$ cat src/rtl/interrupt_arbiter_pkg.sv
// interrupt_arbiter_pkg: interrupt cause codes, mip bit positions and arbiter configuration
package interrupt_arbiter_pkg;
    typedef logic [4:0] interrupt_code_t;
    localparam interrupt_code_t M_SOFTWARE_INTERRUPT = 5'd3;
    localparam interrupt_code_t M_TIMER_INTERRUPT = 5'd7;
    localparam interrupt_code_t M_EXTERNAL_INTERRUPT = 5'd11;
    localparam int MIP_MSI_BIT = 3;
    localparam int MIP_MTI_BIT = 7;
    localparam int MIP_MEI_BIT = 11;
    localparam int PLATFORM_INT_BASE = 16;
    localparam int MAX_PLATFORM_INT = 16;
    localparam int NUM_PLATFORM_INT_DEFAULT = 0;
    // Later assignments override earlier ones, so the last hit is the highest priority
    function automatic interrupt_code_t highest_priority(input logic [31:0] en);
        interrupt_code_t code;
        code = '0;
        for (int i = 31; i >= PLATFORM_INT_BASE; i--)
            if (en[i]) code = 5'(i);
        if (en[MIP_MTI_BIT]) code = M_TIMER_INTERRUPT;
        if (en[MIP_MSI_BIT]) code = M_SOFTWARE_INTERRUPT;
        if (en[MIP_MEI_BIT]) code = M_EXTERNAL_INTERRUPT;
        return code;
    endfunction
endpackage

$ cat src/rtl/interrupt_arbiter_if.sv
// interrupt_arbiter_if: raw interrupt lines, CSR enables, mip and the commit request/ack handshake
interface interrupt_arbiter_if #(
    parameter int NUM_PLATFORM_INT = interrupt_arbiter_pkg::NUM_PLATFORM_INT_DEFAULT
);
    localparam int PW = NUM_PLATFORM_INT > 0 ? NUM_PLATFORM_INT : 1;
    logic m_ext_irq;
    logic m_soft_irq;
    logic m_timer_irq;
    logic [PW-1:0] platform_irq;
    logic [31:0] mie;
    logic mstatus_mie;
    logic [31:0] mip;
    logic int_req;
    interrupt_arbiter_pkg::interrupt_code_t int_code;
    logic int_ack;
    modport master (
        input m_ext_irq, m_soft_irq, m_timer_irq, platform_irq, mie, mstatus_mie, int_ack,
        output mip, int_req, int_code
    );
    modport slave (
        output m_ext_irq, m_soft_irq, m_timer_irq, platform_irq, mie, mstatus_mie, int_ack,
        input mip, int_req, int_code
    );
endinterface

$ cat src/rtl/interrupt_arbiter_sync.sv
// irq_synchronizer: multi-flop synchroniser for asynchronous interrupt lines, resets to 0
module irq_synchronizer #(
    parameter int WIDTH = 1,
    parameter int STAGES = 2
) (
    input logic clk,
    input logic rst_n,
    input logic [WIDTH-1:0] d_i,
    output logic [WIDTH-1:0] q_o
);
    logic [STAGES-1:0][WIDTH-1:0] stage_q;
    always_ff @(posedge clk or negedge rst_n)
        if (!rst_n) stage_q <= '0;
        else stage_q <= {stage_q[STAGES-2:0], d_i};
    assign q_o = stage_q[STAGES-1];
endmodule

$ cat src/rtl/interrupt_arbiter.sv
// interrupt_arbiter: synchronises interrupt lines, tracks pending causes and presents
// the highest-priority enabled cause to commit over a req/ack handshake
module interrupt_arbiter
    import interrupt_arbiter_pkg::*;
#(
    parameter int NUM_PLATFORM_INT = NUM_PLATFORM_INT_DEFAULT,
    parameter int SYNC_STAGES = 2
) (
    input logic clk,
    input logic rst_n,
    interrupt_arbiter_if.master bus
);
    localparam int PW = NUM_PLATFORM_INT > 0 ? NUM_PLATFORM_INT : 1;
    typedef enum logic [1:0] {IDLE, REQ, TAKEN} int_arb_state_t;
    int_arb_state_t state_q;
    logic int_req_q;
    interrupt_code_t int_code_q;
    logic [PW+2:0] synced;
    logic [PW-1:0] plat_sync, plat_prev_q, plat_pend_q, plat_pend_d, plat_clr, plat_mask;
    logic [31:0] mip, en;
    logic ack_taken;
    irq_synchronizer #(.WIDTH(PW + 3), .STAGES(SYNC_STAGES)) u_sync (
        .clk(clk),
        .rst_n(rst_n),
        .d_i({bus.platform_irq, bus.m_timer_irq, bus.m_soft_irq, bus.m_ext_irq}),
        .q_o(synced)
    );
    assign plat_sync = synced[PW+2:3];
    assign plat_mask = NUM_PLATFORM_INT > 0 ? '1 : '0;
    assign ack_taken = state_q == REQ && bus.int_ack;
    always_comb begin
        plat_clr = '0;
        for (int i = 0; i < PW; i++)
            plat_clr[i] = ack_taken && int_code_q == 5'(PLATFORM_INT_BASE + i);
    end
    // A new rising edge on the ack cycle keeps the bit set
    assign plat_pend_d = (plat_sync & ~plat_prev_q | plat_pend_q & ~plat_clr) & plat_mask;
    always_ff @(posedge clk or negedge rst_n)
        if (!rst_n) begin
            plat_prev_q <= '0;
            plat_pend_q <= '0;
        end else begin
            plat_prev_q <= plat_sync & plat_mask;
            plat_pend_q <= plat_pend_d;
        end
    always_comb begin
        mip = '0;
        mip[MIP_MEI_BIT] = synced[0];
        mip[MIP_MSI_BIT] = synced[1];
        mip[MIP_MTI_BIT] = synced[2];
        mip[PLATFORM_INT_BASE +: PW] = plat_pend_q;
    end
    assign en = mip & bus.mie & {32{bus.mstatus_mie}};
    // The requested code is frozen in REQ; later arrivals wait for the next IDLE pass
    always_ff @(posedge clk or negedge rst_n)
        if (!rst_n) begin
            state_q <= IDLE;
            int_req_q <= 1'b0;
            int_code_q <= '0;
        end else begin
            case (state_q)
                IDLE:
                    if (|en) begin
                        state_q <= REQ;
                        int_req_q <= 1'b1;
                        int_code_q <= highest_priority(en);
                    end
                REQ:
                    if (bus.int_ack) begin
                        state_q <= TAKEN;
                        int_req_q <= 1'b0;
                    end else if (!en[int_code_q]) begin
                        state_q <= IDLE;
                        int_req_q <= 1'b0;
                    end
                default: state_q <= IDLE;
            endcase
        end
    assign bus.mip = mip;
    assign bus.int_req = int_req_q;
    assign bus.int_code = int_code_q;
endmodule
$ cat src/flat_wrapper.sv
// flat-port wrapper written by rule: the top's interface ports become plain ports
module interrupt_arbiter_flat import interrupt_arbiter_pkg::*;
#(
    parameter int NUM_PLATFORM_INT = NUM_PLATFORM_INT_DEFAULT,
    parameter int SYNC_STAGES = 2
)
  (clk, rst_n, bus_m_ext_irq, bus_m_soft_irq, bus_m_timer_irq, bus_platform_irq, bus_mie, bus_mstatus_mie, bus_int_ack, bus_mip, bus_int_req, bus_int_code);
  interrupt_arbiter_if #(.NUM_PLATFORM_INT(NUM_PLATFORM_INT)) bus_i ();
  input logic clk;
  input logic rst_n;
  input wire logic [$bits(bus_i.m_ext_irq)-1:0] bus_m_ext_irq;
  input wire logic [$bits(bus_i.m_soft_irq)-1:0] bus_m_soft_irq;
  input wire logic [$bits(bus_i.m_timer_irq)-1:0] bus_m_timer_irq;
  input wire logic [$bits(bus_i.platform_irq)-1:0] bus_platform_irq;
  input wire logic [$bits(bus_i.mie)-1:0] bus_mie;
  input wire logic [$bits(bus_i.mstatus_mie)-1:0] bus_mstatus_mie;
  input wire logic [$bits(bus_i.int_ack)-1:0] bus_int_ack;
  output wire logic [$bits(bus_i.mip)-1:0] bus_mip;
  output wire logic [$bits(bus_i.int_req)-1:0] bus_int_req;
  output wire logic [$bits(bus_i.int_code)-1:0] bus_int_code;
  assign bus_i.m_ext_irq = bus_m_ext_irq;
  assign bus_i.m_soft_irq = bus_m_soft_irq;
  assign bus_i.m_timer_irq = bus_m_timer_irq;
  assign bus_i.platform_irq = bus_platform_irq;
  assign bus_i.mie = bus_mie;
  assign bus_i.mstatus_mie = bus_mstatus_mie;
  assign bus_i.int_ack = bus_int_ack;
  assign bus_mip = bus_i.mip;
  assign bus_int_req = bus_i.int_req;
  assign bus_int_code = bus_i.int_code;
  interrupt_arbiter #(.NUM_PLATFORM_INT(NUM_PLATFORM_INT), .SYNC_STAGES(SYNC_STAGES)) u_core (.clk(clk), .rst_n(rst_n), .bus(bus_i));
endmodule
$ cat config.mk
export PLATFORM = sky130hd
export DESIGN_NAME = interrupt_arbiter_flat
export DESIGN_NICKNAME = d
export VERILOG_FILES = /design/src/rtl/interrupt_arbiter_pkg.sv /design/src/rtl/interrupt_arbiter_if.sv /design/src/rtl/interrupt_arbiter_sync.sv /design/src/rtl/interrupt_arbiter.sv /design/src/flat_wrapper.sv
export SDC_FILE = /design/constraint.sdc
export NUM_CORES = 1
export LEC_CHECK = 0
export BUFFER_PORTS_ARGS = -buffer_cell sky130_fd_sc_hd__clkbuf_2
export CAP_MARGIN = 20
export CORE_MARGIN = 2
export CORE_UTILIZATION = 36
export DETAILED_ROUTE_END_ITERATION = 8
export PLACE_DENSITY = 0.87
export SYNTH_ARGS = -nofsm -noshare
export SYNTH_HDL_FRONTEND = slang
export SYNTH_SLANG_ARGS = --single-unit
export TNS_END_PERCENT = 1
$ cat constraint.sdc
create_clock -name clk -period 2.05 [get_ports clk]
set_input_delay 0.3075 -clock clk [delete_from_list [all_inputs] [get_ports clk]]
set_output_delay 0.3075 -clock clk [all_outputs]
set_load 0.005 [all_outputs]
# == Word-level counts from Yosys, hierarchy flattened ==
# Cells that the tools add are included.
# word_totals
n_memories,0
input_bits,40
romBits,0
regBits,14
latchBits,0
ram_bits,0
output_inout_bits,38
# classes
reduce_logical,6
magnitude_cmp,1
bitwise,2
eq_ne,3
div_mod_pow,0
n_addsub,0
shifts,0
mux,29
n_mul,0
# ops
cell,n
5-bit two-way mux,19
12-bit by 32-bit bitwise AND with 32-bit output,1
32-bit bitwise AND,1
32-bit OR reduction,1
5-bit by 6-bit less-than comparator with 1-bit output (second input constant),1
2-bit two-way mux,3
1-bit binary-select mux with 5-bit select,1
1-bit two-way mux,4
2-bit case mux with 2 select lines,1
2-bit AND reduction,2
3-bit != test (second input constant),1
3-bit AND reduction,1
2-bit by 1-bit == test with 1-bit output (second input constant),1
2-bit logical NOT,1
2-bit by 1-bit != test with 1-bit output (second input constant),1
1-bit case mux with 2 select lines,1
2-bit nonzero test,1

# == Longest topological paths before layout ==
# depth
word_depth,21
mapped_depth,4
mapped_depth_nobuf,4

# == Modules after synthesis ==
# A second synthesis with hierarchy kept.
# hier_totals
cells_unflattened,73
area_unflattened_um2,783.3
# modules_own_cells
module,seq_area_each_um2,cells_each,instances,area_per_inst_um2
interrupt_arbiter,150.1,61,1,553.0
irq_synchronizer,200.2,12,1,230.2

# == Least setup slack after synthesis ==
# No wires, ideal clock.
# synth_path
path_type,reg2reg
start,register u_core.u_sync.stage_q (netlist bit u_core.u_sync.q_o[0])
end,"register u_core.int_code_q[3], in the netlist u_core.bus.int_code[3]"
required_ns,1.972
path_slack_ns,0.946
t_arrival_ns,1.026
stages_incl_launch_ff,5
setup_ns,0.078
path_cell_list,dfrtp_1 a22o_1 a21oi_1 nand2b_1 o2bb2ai_1
# synth_via
elab_chain_len,4
word_cells_on_any_way,5
cone_classes,mux: 1; bitwise: 2; reduce/logical: 2
# synth_rtl
element,line,source
start: declaration,interrupt_arbiter_sync.sv:11,logic [STAGES-1:0][WIDTH-1:0] stage_q;
start signal: assignment,interrupt_arbiter_sync.sv:14,"else stage_q <= {stage_q[STAGES-2:0], d_i};"
12-bit by 32-bit bitwise AND with 32-bit output (*),interrupt_arbiter.sv:53,assign en = mip & bus.mie & {32{bus.mstatus_mie}};
32-bit bitwise AND (*),interrupt_arbiter.sv:53,
32-bit OR reduction,interrupt_arbiter.sv:63,if (|en) begin
2-bit AND reduction (no source line),-,
end signal: assignment,interrupt_arbiter.sv:66,int_code_q <= highest_priority(en);
end: declaration,interrupt_arbiter.sv:17,interrupt_code_t int_code_q;
# Every way passes the cells marked *; elsewhere a longest branch is shown, timed or not.
# A chain may end at the register's enable or synchronous reset.

# == Worst setup path after layout ==
# Same ends and word-level chain as after synthesis.

==> impl_metrics.json <==
{
  "seqPwrFrac_pct": 55.9,
  "gp_congestion": 0.744,
  "final_area_um2": 712,
  "worst-r2r-setup-slack_ns": 0.82,
  "p_comb_share_pct": 18.2,
  "io_pins": 78,
  "path_class": "flip-flop to flip-flop",
  "status": "finished clean",
  "synth_seq_cells": 12,
  "rows": 16,
  "drv_cap": 0,
  "ys_warn_count": 0,
  "ir_worst_vdd_mv": 0.367,
  "hold_path.class": "input port to flip-flop",
  "h-tree-depth": 1,
  "crit_path_start_kind": "flip-flop",
  "synth_xor_area_share_pct": 0,
  "p_leak_uw": 0.000389,
  "grt_pass1_wl_um": 1600,
  "io_buffers": 17,
  "clkTransAtPathRegs_ns": 0.06,
  "switching_share_pct": 26.4,
  "synth-seq-area-share_pct": 42.5,
  "netlist_top_cells_area": "dfrtp_1, buf_4, a21oi_1",
  "grt_pass1_vias": 393,
  "r2r-end": "u_core.bus.int_code[3]",
  "grt_max_degree": 13,
  "max_freq_mhz": 813,
  "syn_avg_cell_area_um2": 9.96,
  "setup_viol": 0,
  "die_width_um": 48.3,
  "intPower_uw": 372,
  "cp-end-kind": "flip-flop",
  "synth_top_family_by_area": "buffers and inverters",
  "hold_end": "u_core.u_sync.stage_q[2]",
  "drt-total-wl_um": 963,
  "track_usage_pct": 9.01,
  "synth_fa_ha_area_share_pct": 0,
  "cp.required_ns": 2.23,
  "p_switching_uw": 134,
  "fp.dieH_um": 48.3,
  "hold_viol": 0,
  "synth_top_area_share_pct": 42.5,
  "vias": 440,
  "nNetsFinal": 129,
  "pwr-share-clk_pct": 26.0,
  "die-area_um2": 2330,
  "syn_inst": 71,
  "slew_violations": 0,
  "period_minus_slack_ns": 1.23,
  "hold_start": "bus_m_timer_irq",
  "area_growth_pct": 0.708,
  "cts_root_buf": "clkbuf_4",
  "gr-total-overflow": 0,
  "routedWlPerCell_um": 8.45,
  "p_per_area_nw_per_um2": 710,
  "setup_tns_ns": 0,
  "start_util_pct": 37.2,
  "ant_nets": 0,
  "fin_crit_sh_pct": 60.0,
  "min_path_cells": 1,
  "ff2ff_path_depth": 4,
  "core_area_um2": 1900,
  "cts_tree": "built",
  "drt-pass1-iter-count": 2,
  "synth_top_area_cell": "dfrtp_1",
  "syn-cell-area_um2": 707,
  "post_cts_resized": 0,
  "rr_startpoint": "u_core.u_sync.q_o[0]",
  "vias_per_cell": 3.86,
  "crit_fanout": 4,
  "synth-simple-area-share_pct": 11.5,
  "synth_mux_area_share_pct": 0,
  "antenna_found_initial": 0,
  "first_iter_violations": 4,
  "drive_above_1_share_pct": 24.1,
  "cts_buffers": 3,
  "arrival_ns": 1.41,
  "finClkSkew_ns": 0.000719,
  "insertion_delay_ns": 0.26,
  "drc_errors": 0,
  "placed_cell_area_um2": 679,
  "synth.distinct_cells": 19,
  "hpwlAfterDp_um": 847,
  "synth_compound_area_share_pct": 8.32,
  "cts_sinks": 12,
  "fin_util_pct": 37.4,
  "cts_buffer_depth": 2,
  "diodes": 0,
  "rsz0062_at_grt": "false",
  "n_fill_cell": 196
}
-- power by group through the flow --
stage | Sequential [uW] | Clock [uW] | Combinational, uW
after detailed placement | 288 | 0 | 91.1
after global placement | 285 | 0 | 88.4
final | 282 | 131 | 91.8
after CTS | 283 | 141 | 92.8
after floorplan | 284 | 0 | 95.7
after global routing | 286 | 154 | 106
-- registers in the layout, indices dropped and copies added, names as in the netlist --
| name | count |
|---|---|
| u_core.bus.int_code | 3 |
| u_core.bus.int_req | 1 |
| u_core.state_q | 2 |
| u_core.u_sync.q_o | 3 |
| u_core.u_sync.stage_q | 3 |
-- cell usage after synthesis --
master / number
a21oi_1: 3
a22o_1: 1
a31oi_1: 2
and3_1: 1
and3_2: 1
and4bb_1: 1
buf_4: 34
conb_1: 1
dfrtp_1: 12
inv_1: 2
nand2_1: 4
nand2b_1: 2
nand3_1: 1
nand4bb_1: 1
nor2_1: 1
nor3b_1: 1
o21ai_0: 1
o2bb2ai_1: 1
o31a_1: 1
-- per-stage QoR --
stage / setup WS [ns] / std cells / hold slack [ns] / power [uW]
after floorplan: 0.946 / 100 / 0.0119 / 380
after global placement: 0.839 / 110 / 0.193 / 373
after detailed placement: 0.800 / 110 / 0.206 / 379
after CTS: 0.817 / 114 / 0.140 / 516
after global routing: 0.684 / 114 / 0.127 / 546
final: 0.820 / 114 / 0.152 / 505
-- cell families (layout without fill, tap and decap cells) --
kind of cell,count (synthesis),in the layout
flip-flops,12,12
buffers and inverters,36,23
other,1,30
AND/OR/NAND/NOR,13,13
AO/OA/AOI/OAI,9,9
-- layout make-up --
type | instances | area (um2) | share of cell area, %
multi-input combinational | 52 | 253 | 35.5
tap | 27 | 33.8 | 4.75
timing repair buffer | 18 | 95.1 | 13.4
clock buffer | 3 | 22.5 | 3.16
sequential | 12 | 300 | 42.2
inverter | 2 | 7.51 | 1.05
-- per-layer routing --
layer  up-vias  part of all wire, %  global-route usage, %
li1        204                    -                      -
met1       204                   32                   7.77
met2        32                   56                   18.5
met3         0                   11                   2.47
met4         0                    0                   4.29
met5         -                    0                      0
-- worst max-delay path by stage --
stage,cells after the start,end,start
after global placement,5,u_core.bus.int_req,bus_mstatus_mie
after global routing,4,u_core.bus.int_code[3],u_core.u_sync.q_o[0]
final,4,u_core.bus.int_code[3],u_core.u_sync.q_o[0]
after CTS,4,u_core.bus.int_req,u_core.state_q[1]
after floorplan,4,u_core.bus.int_code[3],u_core.u_sync.q_o[0]
after detailed placement,5,u_core.bus.int_req,bus_mstatus_mie
-- repair_timing --
item	4_1_cts	5_1_grt
hold buffers	1	0
endpoints found under the hold margin	12	0
buffers inserted	0	0
-- worst max-delay path, stage by stage (launching register included) --
cell	delay [ns]
dfrtp_1	0.40
a22o_1	0.25
a21oi_1	0.19
nand2b_1	0.18
o2bb2ai_1	0.13
-- cell usage in the layout (no fill, tap or decap) --
cell / count
dfrtp_1: 12
a22o_1: 1
nand3_1: 1
nand2_1: 4
nand4bb_1: 1
clkbuf_2: 17
clkbuf_4: 3
o21ai_0: 1
a31oi_1: 2
dlygate4sd3_1: 1
conb_1: 30
and3_2: 1
o31a_1: 1
nor2_1: 1
nand2b_1: 2
o2bb2ai_1: 1
and4bb_1: 1
a21oi_1: 3
and3_1: 1
inv_1: 2
nor3b_1: 1
Note: power is estimated with default switching activity, not from simulation.
